[src/rtl/seqgen_pkg.sv]
// Shared types and constants for the traffic phase sequencer.
package seqgen_pkg;

   localparam int CNT_W = 32;

   typedef enum logic [1:0] {
      RED    = 2'b00,
      GREEN  = 2'b01,
      YELLOW = 2'b10,
      CLEAR  = 2'b11
   } phase_e;

endpackage

[src/rtl/seqgen_phase_timer.sv]
// Loadable in-phase up-counter; done flags the last cycle of the current dwell.
module seqgen_phase_timer
   import seqgen_pkg::*;
(
   input  logic             clk,
   input  logic             reset,
   input  logic [CNT_W-1:0] dwell,
   input  logic             load,
   output logic [CNT_W-1:0] count,
   output logic             done
);

   // Terminal count: the counter never runs past dwell-1, so no wrap handling.
   assign done = (count == (dwell - CNT_W'(1)));

   // Count up each cycle; a phase change restarts from 0 on the same edge.
   always_ff @(posedge clk or negedge reset) begin
      if (!reset) begin
         count <= '0;
      end else if (load) begin
         count <= '0;
      end else begin
         count <= count + CNT_W'(1);
      end
   end

endmodule

[src/rtl/traffic_sequence_generator.sv]
// Free-running RED -> GREEN -> YELLOW phase sequencer with parameterised dwells.
// Optional all-red clearance phase after YELLOW when SEQGEN_ALL_RED_EN is defined.
module traffic_sequence_generator
   import seqgen_pkg::*;
#(
   parameter logic [CNT_W-1:0] RED_CYCLES    = 40000,
   parameter logic [CNT_W-1:0] GREEN_CYCLES  = 35000,
   parameter logic [CNT_W-1:0] YELLOW_CYCLES = 5000,
   parameter logic [CNT_W-1:0] CLEAR_CYCLES  = 2000
)
(
   input  logic             clk,
   input  logic             reset,
   output logic [1:0]       out,
   output logic [CNT_W-1:0] counter
);

   // A zero dwell would never reach its terminal count; reject at elaboration.
   // CLEAR_CYCLES is validated in every build so toggling the macro is safe.
   if (RED_CYCLES == 0) begin : g_bad_red
      $error("RED_CYCLES must be at least 1");
   end
   if (GREEN_CYCLES == 0) begin : g_bad_green
      $error("GREEN_CYCLES must be at least 1");
   end
   if (YELLOW_CYCLES == 0) begin : g_bad_yellow
      $error("YELLOW_CYCLES must be at least 1");
   end
   if (CLEAR_CYCLES == 0) begin : g_bad_clear
      $error("CLEAR_CYCLES must be at least 1");
   end

   phase_e           state;
   phase_e           state_next;
   logic [CNT_W-1:0] dwell;
   logic             load;
   logic             done;

   seqgen_phase_timer u_timer (
      .clk   (clk),
      .reset (reset),
      .dwell (dwell),
      .load  (load),
      .count (counter),
      .done  (done)
   );

   // Phase register; reset forces RED immediately.
   always_ff @(posedge clk or negedge reset) begin
      if (!reset) begin
         state <= RED;
      end else begin
         state <= state_next;
      end
   end

   // Select the dwell for the current phase and advance on terminal count.
   always_comb begin
      state_next = state;
      dwell      = RED_CYCLES;
      load       = done;
      case (state)
         RED: begin
            dwell = RED_CYCLES;
            if (done) state_next = GREEN;
         end
         GREEN: begin
            dwell = GREEN_CYCLES;
            if (done) state_next = YELLOW;
         end
         YELLOW: begin
            dwell = YELLOW_CYCLES;
`ifdef SEQGEN_ALL_RED_EN
            if (done) state_next = CLEAR;
`else
            if (done) state_next = RED;
`endif
         end
         CLEAR: begin
`ifdef SEQGEN_ALL_RED_EN
            dwell = CLEAR_CYCLES;
            if (done) state_next = RED;
`else
            // Unreachable code in this build: recover straight to RED, counter 0.
            load       = 1'b1;
            state_next = RED;
`endif
         end
      endcase
   end

   assign out = state;

endmodule

[config.mk]
export PLATFORM = sky130hd
export DESIGN_NAME = traffic_sequence_generator
export DESIGN_NICKNAME = d
export VERILOG_FILES = /design/src/rtl/seqgen_pkg.sv /design/src/rtl/seqgen_phase_timer.sv /design/src/rtl/traffic_sequence_generator.sv
export SDC_FILE = /design/constraint.sdc
export NUM_CORES = 1
export LEC_CHECK = 0
export CAP_MARGIN = 20
export CORE_MARGIN = 2
export CORE_UTILIZATION = 52
export CTS_CLUSTER_SIZE = 25
export DETAILED_ROUTE_END_ITERATION = 16
export PLACE_DENSITY = 0.86
export SYNTH_ARGS = -nofsm -noshare
export SYNTH_HDL_FRONTEND = slang
export SYNTH_SLANG_ARGS = --single-unit
[constraint.sdc]
create_clock -name clk -period 2.9 [get_ports clk]
set_input_delay 0.58 -clock clk [delete_from_list [all_inputs] [get_ports clk]]
set_output_delay 0.58 -clock clk [all_outputs]
set_load 0.05 [all_outputs]
==> flow_summary.yaml <==
timing:
  drv_slew: 0
  maxSlewHeadroom: 0.499
  finClkSkew_ns: 0.00644
  fmax_mhz: 395
  tns_ns: 0
  min_period_ns: 2.53
  tightest_slew_ns: 0.746
  final-setup-viol-count: 0
  rsz0062_at_grt: "no"
  hold_viol_final: 0
  timing.final.crit_share: 0.873
route:
  vias_per_cell: 5.47
  avgRoutedWirePerCell_um: 14.6
  antenna_left: 0
  num_vias: 1559
  drt_wl_total_um: 4150
  drc_errors: 0
  first_pass_iters: 4
  drt_iter0_drc: 119
worst_setup_path:
  cp_top_family: "simple AND/OR/NAND/NOR gates"
  path_cells: "inv_1 -> ha_1 -> xnor2_1 -> or4_4 -> nor4_4 -> a31o_2 -> buf_4 -> nor2_1"
  slowest_stage: "dfrtp_1"
  reg2reg_depth: 8
  critPathMaxFanout: 12
  cp-end-kind: "register"
  reg2reg_from: "out[0]"
  r2r-end: "u_timer.count[28]"
  timing_worst_setup_path_type: "reg -> reg"
  critPathRequiredTime_ns: 3.08
  rrSetupSlack_ns: 0.37
  worst-path-buf-inv: 2
  setup.worst_path.start: "out[0]"
  path_depth: 8
  worstPathArrival_ns: 2.71
  cpPeakStageDelay_ns: 0.43
  endpoint: "u_timer.count[28]"
  start_kind: "register"
power_and_ir_drop:
  sw_frac_of_total: 0.205
  power.switching_w: 0.000172
  power.internal_w: 0.000667
  p_seq_frac: 0.565
  power.share.clock: 0.422
  pwr-share-comb: 0.013
  ir_drop_mv: 0.283
  pwr_density_cell_nw_per_um2: 348
  leakage_nw: 0.983
cells_and_area:
  nFillCells: 282
  antenna_cells: 0
  fin_util: 0.669
  final_nets: 246
  drive_above_1_share: 0.0717
  syn_to_final_growth_pct: 24.8
clocking:
  cts-root-buf: "clkbuf_8"
  clkTransAtPathRegs_ns: 0.06
  clock_path_buffers: 2
  tritoncts_num_sinks: 34
  post_cts_buffers: 0
  cts-buffers-inserted: 5
  cts_tree: "built"
  clk-insertion-delay-late_ns: 0.29
  cts_htree_levels: 2
  cts.hold.buffers_added: 0
  cts_resized: 0
grt:
  grt_overflow: 0
  grt_max_degree: 35
  grt_pass1_vias: 1526
  antenna_found_initial: 0
  grtUsageTotal: 0.224
  grt_pass1_wl_um: 7130
synthesis:
  syn_nets: 209
  synth_cell_types: 35
  yosysTopAreaCell: "dfrtp_1"
  netlist.area_leader.share: 0.440
  ys_seq_elements: 34
  synth.avg_cell_area_sq_um: 9.71
  yosys_warnings: 0
  synthCells: 199
  synthTopCellsByArea: "dfrtp_1, xnor2_1, nor2_1, xor2_1, ha_1"
  synth_area_sq_um: 1930
  yosysSeqAreaShare: 0.440
hold_path:
  min-delay-path-class: "reg -> reg"
  hold_depth: 1
floorplanning:
  coreArea_sq_um: 3610
  ios: 36
  core.rowCount: 22
  fp.dieH_um: 65.0
  dieWidth_um: 65.0
  initial_core_util: 0.536
  die-area_sq_um: 4220
placement:
  io_buffers: 35
  gp_congestion: 0.968
  dp_hpwl_um: 3010
status:
  status: "finished clean"
flow_run:
  drv_cap: 0
[cell usage in the layout, fill, tap and decap left out, types with 2 or more instances in the layout]
cell	n
a21oi_1	2
a31o_2	2
a31oi_1	3
and3_1	2
and4_1	4
buf_4	3
clkbuf_8	6
clkdlybuf4s50_1	35
dfrtp_1	34
ha_1	8
inv_1	6
nand2_1	9
nand2b_1	2
nand3_1	7
nand4_1	13
nor2_1	36
nor3_1	3
nor4_1	10
nor4b_1	2
or2_1	2
xnor2_1	21
xor2_1	12
[worst min path at each step]
stage	start	end	slack [ns]
2_1_floorplan	reset	out[0]	0.28
3_3_place_gp	u_timer.count[0]	u_timer.count[0]	0.51
3_5_place_dp	u_timer.count[0]	u_timer.count[0]	0.53
4_1_cts	u_timer.count[0]	u_timer.count[0]	0.54
5_1_grt	u_timer.count[0]	u_timer.count[0]	0.57
6_report	u_timer.count[0]	u_timer.count[0]	0.54
[cell usage after synthesis]
library cell  number
a21oi_1            2
a31o_2             2
a31oi_1            3
and2_0             1
and2_1             1
and3_1             2
and4_1             4
buf_2              3
buf_4              3
clkbuf_1           2
dfrtp_1           34
ha_1               8
inv_1              6
inv_2              1
mux2_1             1
nand2_1            9
nand2b_1           2
nand3_1            7
nand3b_1           1
nand4_1           13
nand4b_1           1
nor2_1            36
nor3_1             3
nor4_1            10
nor4_2             1
nor4_4             1
nor4b_1            2
nor4b_2            1
nor4bb_1           1
o21ai_1            1
or2_1              2
or4_1              1
or4_4              1
xnor2_1           21
xor2_1            12
[final cells by class]
cell class | instances | area [sq um] | area share
multi-input combinational | 150 | 1010 | 0.419
sequential | 34 | 851 | 0.353
timing repair buffer | 38 | 373 | 0.155
clock buffer | 7 | 86.3 | 0.0358
tap | 48 | 60.1 | 0.0249
inverter | 7 | 26.3 | 0.0109
clock inverter | 1 | 5.00 | 0.00207
[stage by stage]
step                      instance area [sq um]  hold WS (ns)  setup WS, ns  cells  power, W
after global routing                       2410         0.572         0.190    285  0.000870
after detailed placement                   2320         0.530         0.382    277  0.000495
final                                      2410         0.536         0.367    285  0.000839
after CTS                                  2410         0.542         0.373    285  0.000849
after floorplan                            1930         0.284         0.352    199  0.000483
after global placement                     2320         0.508         0.508    277  0.000495
[worst register-to-register path, delay by kind of cell (launching register included)]
family	cells	cell delay, ns
buffers and inverters	2	0.36
adders and majority gates	1	0.38
AOI/OAI and AO/OA	1	0.36
xor gates and xnor gates	1	0.15
and+or+nand+nor	3	0.74
DFF	1	0.43
[power by group through the flow]
stage               Sequential [W]  Combinational, W  Clock (W)
finish                    0.000474         0.0000109   0.000354
CTS                       0.000474         0.0000117   0.000363
floorplan                 0.000483    0.000000000362          0
global route              0.000474         0.0000130   0.000383
detailed placement        0.000483         0.0000117          0
global placement          0.000483         0.0000115          0
[state kept, by name (all words and copies together) (netlist names)]
name and cells:
out 2, u_timer.count 32
[metal layers]
metal  vias to the layer above  track usage  routed length, um
met2                        28        0.375               2070
met3                         6       0.0382                145
li1                        770            -                  -
met5                         -            0                  0
met4                         0        0.109                 54
met1                       755        0.278               1880
[kinds of logic after synthesis]
kind of cell / synth area share
AOI/OAI and AO/OA: 0.0265
xor gates and xnor gates: 0.150
adders and majority gates: 0.0518
buffers and inverters: 0.0369
DFF: 0.440
muxes: 0.00582
and+or+nand+nor: 0.289
Note: power is estimated with default switching activity, not from simulation.
